`src/rtl/hazard_ctrl.sv`:
```
// ---------------------------------------------------------------------------
// hazard_ctrl
//   Pipeline hazard controller for the RV32IM core. Sole producer of the
//   stall / bubble / flush / hold strobes for the PC, IF/ID, ID/EX and EX/MEM
//   registers. It detects load-use hazards and EX-resolved redirects. It also
//   sequences multi-cycle MUL/DIV operations with a RUN/MDU_WAIT FSM, a
//   watchdog and a saturating stall-cycle counter.
//
//   All strobes are Mealy outputs: combinational from the state and the
//   current inputs, with zero latency. They are forced low while rst_n is low.
//
// Ports
//   clk, rst_n        : clock (rising edge) and asynchronous active-low reset
//   id_rs1_addr_i     : rs1 of the ID instruction
//   id_rs2_addr_i     : rs2 of the ID instruction
//   id_uses_rs1_i     : the ID instruction reads rs1
//   id_uses_rs2_i     : the ID instruction reads rs2
//   ex_mem_read_i     : the EX instruction is a load
//   ex_rd_addr_i      : rd of the EX instruction
//   ex_redirect_i     : a taken branch or jump was resolved in EX this cycle
//   ex_mdu_req_i      : a valid MUL/DIV instruction is in EX
//   mdu_done_i        : the MDU result is valid this cycle
//   pc_stall_o        : hold the PC
//   if_id_stall_o     : hold IF/ID
//   if_id_flush_o     : clear IF/ID to a NOP
//   id_ex_bubble_o    : load a NOP into ID/EX
//   id_ex_flush_en_o  : clear ID/EX (wrong path)
//   id_ex_hold_o      : hold the ID/EX contents
//   ex_mem_bubble_o   : load a NOP into EX/MEM
//   mdu_timeout_o     : sticky flag, set when the watchdog has fired
//   stall_cnt_o       : saturating count of cycles with pc_stall_o high
// ---------------------------------------------------------------------------
module hazard_ctrl #(
  parameter int CNT_W       = 32,
  parameter int MDU_TIMEOUT = 64   // legal range 2..255
) (
  input  logic             clk,
  input  logic             rst_n,
  input  logic [4:0]       id_rs1_addr_i,
  input  logic [4:0]       id_rs2_addr_i,
  input  logic             id_uses_rs1_i,
  input  logic             id_uses_rs2_i,
  input  logic             ex_mem_read_i,
  input  logic [4:0]       ex_rd_addr_i,
  input  logic             ex_redirect_i,
  input  logic             ex_mdu_req_i,
  input  logic             mdu_done_i,
  output logic             pc_stall_o,
  output logic             if_id_stall_o,
  output logic             if_id_flush_o,
  output logic             id_ex_bubble_o,
  output logic             id_ex_flush_en_o,
  output logic             id_ex_hold_o,
  output logic             ex_mem_bubble_o,
  output logic             mdu_timeout_o,
  output logic [CNT_W-1:0] stall_cnt_o
);

  localparam int              WD_W    = 8;
  localparam logic [WD_W-1:0] WD_LAST = WD_W'(MDU_TIMEOUT - 1);

  typedef enum logic [0:0] {
    RUN      = 1'b0,
    MDU_WAIT = 1'b1
  } state_t;

  state_t          state_q, state_d;
  logic [WD_W-1:0] wd_q, wd_d;
  logic            timeout_q, timeout_d;
  logic [CNT_W-1:0] stall_cnt_q;

  logic lu;
  logic pc_stall_c, if_id_stall_c, if_id_flush_c;
  logic id_ex_bubble_c, id_ex_flush_en_c, id_ex_hold_c, ex_mem_bubble_c;

  // Saturating increment: holds at all-ones instead of wrapping to zero.
  function automatic logic [CNT_W-1:0] sat_inc(input logic [CNT_W-1:0] v);
    return (&v) ? v : v + CNT_W'(1);
  endfunction

  // Load-use: a load in EX writes a non-zero register that ID reads.
  assign lu = ex_mem_read_i && (ex_rd_addr_i != 5'd0) &&
              ((id_uses_rs1_i && (id_rs1_addr_i == ex_rd_addr_i)) ||
               (id_uses_rs2_i && (id_rs2_addr_i == ex_rd_addr_i)));

  always_comb begin
    state_d          = state_q;
    wd_d             = wd_q;
    timeout_d        = timeout_q;
    pc_stall_c       = 1'b0;
    if_id_stall_c    = 1'b0;
    if_id_flush_c    = 1'b0;
    id_ex_bubble_c   = 1'b0;
    id_ex_flush_en_c = 1'b0;
    id_ex_hold_c     = 1'b0;
    ex_mem_bubble_c  = 1'b0;

    unique case (state_q)
      RUN: begin
        if (ex_redirect_i) begin
          // The ID instruction is on the wrong path, so LU and any MDU
          // request are ignored.
          if_id_flush_c    = 1'b1;
          id_ex_flush_en_c = 1'b1;
        end else if (ex_mdu_req_i && !mdu_done_i) begin
          // The entry cycle already counts as one stall cycle, so the
          // watchdog starts from zero in MDU_WAIT.
          pc_stall_c      = 1'b1;
          if_id_stall_c   = 1'b1;
          id_ex_hold_c    = 1'b1;
          ex_mem_bubble_c = 1'b1;
          wd_d            = '0;
          state_d         = MDU_WAIT;
        end else if (ex_mdu_req_i) begin
          // Single-cycle MDU result: the pipeline simply advances.
        end else if (lu) begin
          pc_stall_c     = 1'b1;
          if_id_stall_c  = 1'b1;
          id_ex_bubble_c = 1'b1;
        end
      end
      MDU_WAIT: begin
        if (mdu_done_i) begin
          state_d = RUN;
        end else if (wd_q == WD_LAST) begin
          // Release the stall so a hung MDU cannot lock up the core.
          timeout_d = 1'b1;
          state_d   = RUN;
        end else begin
          pc_stall_c      = 1'b1;
          if_id_stall_c   = 1'b1;
          id_ex_hold_c    = 1'b1;
          ex_mem_bubble_c = 1'b1;
          wd_d            = wd_q + WD_W'(1);
        end
      end
      default: state_d = RUN;
    endcase
  end

  // Strobes read 0 while reset is asserted, regardless of the inputs.
  assign pc_stall_o       = rst_n & pc_stall_c;
  assign if_id_stall_o    = rst_n & if_id_stall_c;
  assign if_id_flush_o    = rst_n & if_id_flush_c;
  assign id_ex_bubble_o   = rst_n & id_ex_bubble_c;
  assign id_ex_flush_en_o = rst_n & id_ex_flush_en_c;
  assign id_ex_hold_o     = rst_n & id_ex_hold_c;
  assign ex_mem_bubble_o  = rst_n & ex_mem_bubble_c;

  always_ff @(posedge clk or negedge rst_n) begin
    if (!rst_n) begin
      state_q     <= RUN;
      wd_q        <= '0;
      timeout_q   <= 1'b0;
      stall_cnt_q <= '0;
    end else begin
      state_q   <= state_d;
      wd_q      <= wd_d;
      timeout_q <= timeout_d;
      if (pc_stall_o) stall_cnt_q <= sat_inc(stall_cnt_q);
    end
  end

  assign mdu_timeout_o = timeout_q;
  assign stall_cnt_o   = stall_cnt_q;

endmodule

```
`config.mk`:
```
export PLATFORM = sky130hd
export DESIGN_NAME = hazard_ctrl
export DESIGN_NICKNAME = d
export VERILOG_FILES = /design/src/rtl/hazard_ctrl.sv
export SDC_FILE = /design/constraint.sdc
export NUM_CORES = 1
export LEC_CHECK = 0
export CORE_MARGIN = 2
export CORE_UTILIZATION = 45
export CTS_BUF_LIST = sky130_fd_sc_hd__clkbuf_8
export DETAILED_ROUTE_END_ITERATION = 6
export HOLD_SLACK_MARGIN = 0.05
export PLACE_DENSITY_LB_ADDON = 0.05
export SLEW_MARGIN = 20
export SYNTH_ARGS = -nofsm -noshare
export SYNTH_HDL_FRONTEND = slang
export SYNTH_SLANG_ARGS = --single-unit
```
`constraint.sdc`:
```
create_clock -name clk -period 2.05 [get_ports clk]
set_clock_uncertainty 0.1 [all_clocks]
set_input_delay 0.41 -clock clk [delete_from_list [all_inputs] [get_ports clk]]
set_output_delay 0.41 -clock clk [all_outputs]
set_load 0.02 [all_outputs]
```
==> reports/metrics.csv <==
stage;metric;value;unit
place;DP Wirelength;4335;um
final_layout;area delta synth->final;69.31;%
critical_path;crit path from;wd_q[1]$_DFFE_PN0P_;
logic_synthesis;number of flops mapped to enable cells by yosys;0;
critical_path;Required @ worst endpoint;2.17;ns
clocking;htree depth;2;
logic_synthesis;mux cell area share after synthesis;0.4690;%
die;row count;26;
outcome;violated checks;negative setup slack;
logic_synthesis;Net Count, Synth;250;
critical_path;CP most frequent cell;buf_6;
logic_synthesis;number of synthesized register bits;42;
logic_synthesis;netlist area before placement;2401;um2
logic_synthesis;xor and xnor area share after synthesis;16.78;%
die;chip width;77.05;um
clocking;TritonCTS buffer count;5;
final_layout;n_diodes;0;
detailed_routing;Post-DRT Antenna Nets;0;
place;port bufs;62;
pwr;VDD IR max;0.7333;mV
critical_path;slowest CP cell;dfrtp_1;
global_route;initial antenna violation count;0;
place;Place WS;-0.8429;ns
global_route;Total GRT Usage;20.39;%
sta;worst slew pin tran;0.5609;ns
logic_synthesis;complex-gate fraction of the synthesized area;4.117;%
critical_path;RR Startpoint;wd_q[1]$_DFFE_PN0P_;
detailed_routing;routed len/inst;15.51;um
final_layout;register area;1060;um2
logic_synthesis;Post-Synth Adder-Cell Area;1.042;%
final_layout;# fillers;349;
sta;fin crit share;107.1;%
detailed_routing;Vias;2147;
critical_path;arrival time at the worst endpoint;2.32;ns
detailed_routing;Detailed Routing Iterations Pass 1;4;
clocking;buffer levels on the longest clock path;2;
sta;Final Setup Violations;24;
critical_path;Setup CP Type;register to register;
logic_synthesis;Synth Area in Simple Gates;29.18;%
logic_synthesis;Synth Flop Type;dfrtp_1;
final_layout;area occupied by multi-input gates;1595;um2
critical_path;Reg2Reg Capture Point;stall_cnt_o[22]$_DFFE_PN0P_;
job;Max-Cap Viols;0;
global_route;Congestion Overflow GR;0;
final_layout;fraction of layout cells with a size suffix above 1;41.43;%
global_route;largest net degree at the start of global routing;43;
sta;Fin Hold WS;0.1836;ns
final_layout;nets@finish;374;
detailed_routing;Remaining DRCs;0;
logic_synthesis;Avg Cell Area, Syn;10.67;um2
logic_synthesis;Yosys cell types;40;
critical_path;slowest cell delay on critical path;0.41;ns
logic_synthesis;Yosys warning count;0;
sta;Max Slew Vio Count;0;
critical_path;worst reg2reg setup slack;-0.14;ns
sta;max frequency;455.6;MHz
outcome;status;complete, but fails checks;
sta;minimum clock period;2.195;ns
logic_synthesis;sequential-to-total area share from yosys stat;43.77;%
critical_path;cells along the critical path;ha_2, and3_4, a211oi_4, a41oi_4, buf_6, buf_12, buf_6, nor4b_4, xor2_1;
die;IO Pins;63;
clocking;CTS tree;built;
sta;final hold vios;0;
place;routability cong.;0.8223;
pwr;PD cells;551.1;nW/um2
critical_path;nature of the critical path endpoint;register;
critical_path;CP Launch Type;register;
die;Die H;77.05;um
clocking;clock root buffer master;clkbuf_8;
logic_synthesis;largest family of logic cells by synthesized area;simple AND/OR/NAND/NOR gates;
global_route;vias in the first global route;2022;
detailed_routing;DR iter-0 viols;52;
sta;RSZ-0062 raised after global routing;yes;
clocking;clk_lat worst skew;0.31;ns
sta;setup ws final;-0.1450;ns
logic_synthesis;Post-Syn Instances;225;
die;Starting Density;46.71;%
clocking;CTS Sinks;42;
worst_hold_path;worst min-delay path category;input pin to async pin;
detailed_routing;via-per-instance ratio;5.112;
critical_path;cell depth of the worst flop-to-flop path;9;
pwr;leakage;0.001871;uW
global_route;first-pass GRT wire length;9604;um
logic_synthesis;ys async rst share;100.0;%
clocking;clk slew on worst S/H paths;0.09;ns
sta;Max-Slew Margin vs Limit;62.61;%
critical_path;critical path peak fanout;5;
die;die area;5936;um2
die;Std-Cell Core Area;5140;um2
detailed_routing;final wirelength;6513;um
==> cell families (layout without fill, tap and decap cells) <==
group,after synthesis,after routing
muxes,1,1
AOI/OAI and AO/OA,12,12
buffers and inverters,18,143
adders and majority gates,2,2
DFF,42,42
and+or+nand+nor,104,104
xor gates and xnor gates,46,46
==> synth_stat cells (3+ instances only) <==
| library cell | n | share of area (%) |
|---|---|---|
| nand4_1 | 8 | 2.1 |
| nor3_1 | 12 | 2.5 |
| inv_1 | 7 | 1.1 |
| nor4b_2 | 4 | 2.5 |
| xor2_1 | 32 | 12 |
| o21ai_0 | 3 | 0.63 |
| buf_6 | 3 | 1.4 |
| nand2_1 | 17 | 2.7 |
| dfrtp_1 | 42 | 44 |
| and3_1 | 5 | 1.3 |
| and4_1 | 4 | 1.5 |
| nor3_2 | 4 | 1.7 |
| buf_4 | 5 | 1.6 |
| nor2_1 | 12 | 1.9 |
| or2_2 | 3 | 0.78 |
| xnor2_1 | 14 | 5.1 |
| nand3_1 | 13 | 2.7 |
| nor4_2 | 10 | 5.2 |
==> state kept, by name, indices dropped and copies added (netlist names) <==
| name | flops |
|---|---|
| stall_cnt_o | 32 |
| wd_q | 8 |
| state_q | 1 |
| mdu_timeout_o | 1 |
==> layer usage <==
| layer | wire (um) | GRT usage (%) | up-vias |
|---|---|---|---|
| met1 | 2752 | 25.53 | 1051 |
| met5 | 0 | 0 | - |
| met2 | 3459 | 35.44 | 50 |
| met3 | 228 | 4.118 | 5 |
| li1 | - | - | 1041 |
| met4 | 72 | 6.429 | 0 |
==> power breakdown <==
group	switching [uW]	leakage, uW	internal (uW)
clock network	330	0.0000408	244
registers	71.9	0.000547	904
logic	308	0.00128	382
==> cell type report <==
cell class / instances / share of cell area (%)
tap: 70 / 2.155
clock inverter: 3 / 0.5848
clock buffer: 5 / 1.693
inverter: 7 / 0.7695
sequential: 42 / 26.07
timing repair buffer: 128 / 29.49
multi-input combinational: 165 / 39.24
==> stage by stage <==
| stage | area [um2] | utilization, % | power (uW) | setup TNS [ns] | instances |
|---|---|---|---|---|---|
| 6_report | 4065 | 79.09 | 2240 | -1.060 | 420 |
| 2_1_floorplan | 2606 | - | 1245 | -1.936 | 225 |
| 5_1_grt | 4065 | 79.09 | 2351 | -4.377 | 420 |
| 3_5_place_dp | 3575 | 69.55 | 1559 | -24.11 | 395 |
| 4_1_cts | 3740 | 72.76 | 2143 | -0.4282 | 406 |
| 3_3_place_gp | 3575 | 69.55 | 1547 | -21.67 | 395 |
==> layout by cell type, fill, tap and decap left out, types with 3 or more instances in the layout <==
cell type and count:
buf_4 55, nand3_1 13, dfrtp_2 7, and4_1 4
xor2_1 32, nor2_1 9, nor3_2 6, xnor2_1 14
and3_1 4, inv_1 6, nand4_1 8, nand2_1 17
nor4_4 10, clkbuf_8 5, o21ai_0 3, nor4b_4 5
buf_12 4, or2_2 3, nor3_4 9, buf_6 10
dfrtp_1 35, clkdlybuf4s50_1 37, dlygate4sd2_1 15
==> worst max-delay path by stage <==
stage	end	slack (ns)	cells past startpoint
finish	stall_cnt_o[22]$_DFFE_PN0P_	-0.14	9
CTS	pc_stall_o	-0.12	6
global placement	if_id_stall_o	-0.78	7
global route	stall_cnt_o[22]$_DFFE_PN0P_	-0.18	9
detailed placement	pc_stall_o	-0.84	7
floorplan	pc_stall_o	-0.20	8
==> timing repair <==
| action | 4_1_cts | 5_1_grt |
|---|---|---|
| pin swaps | 21 | 31 |
| hold buffers | 0 | 0 |
| buffers inserted | 3 | 12 |
| gates resized for setup | 64 | 40 |
| gates cloned | 0 | 2 |
| endpoints found under the setup margin | 39 | 35 |
==> worst max-delay path: cells and delay by family (launching register included) <==
kind                     cells  cell delay, ns
AO/OA/AOI/OAI                2            0.34
XOR/XNOR                     1            0.19
adder cells (fa/ha/maj)      1            0.20
buffers and inverters        3            0.46
flip-flops                   1            0.41
AND/OR/NAND/NOR              2            0.40
Note: power is estimated with default switching activity, not from simulation.
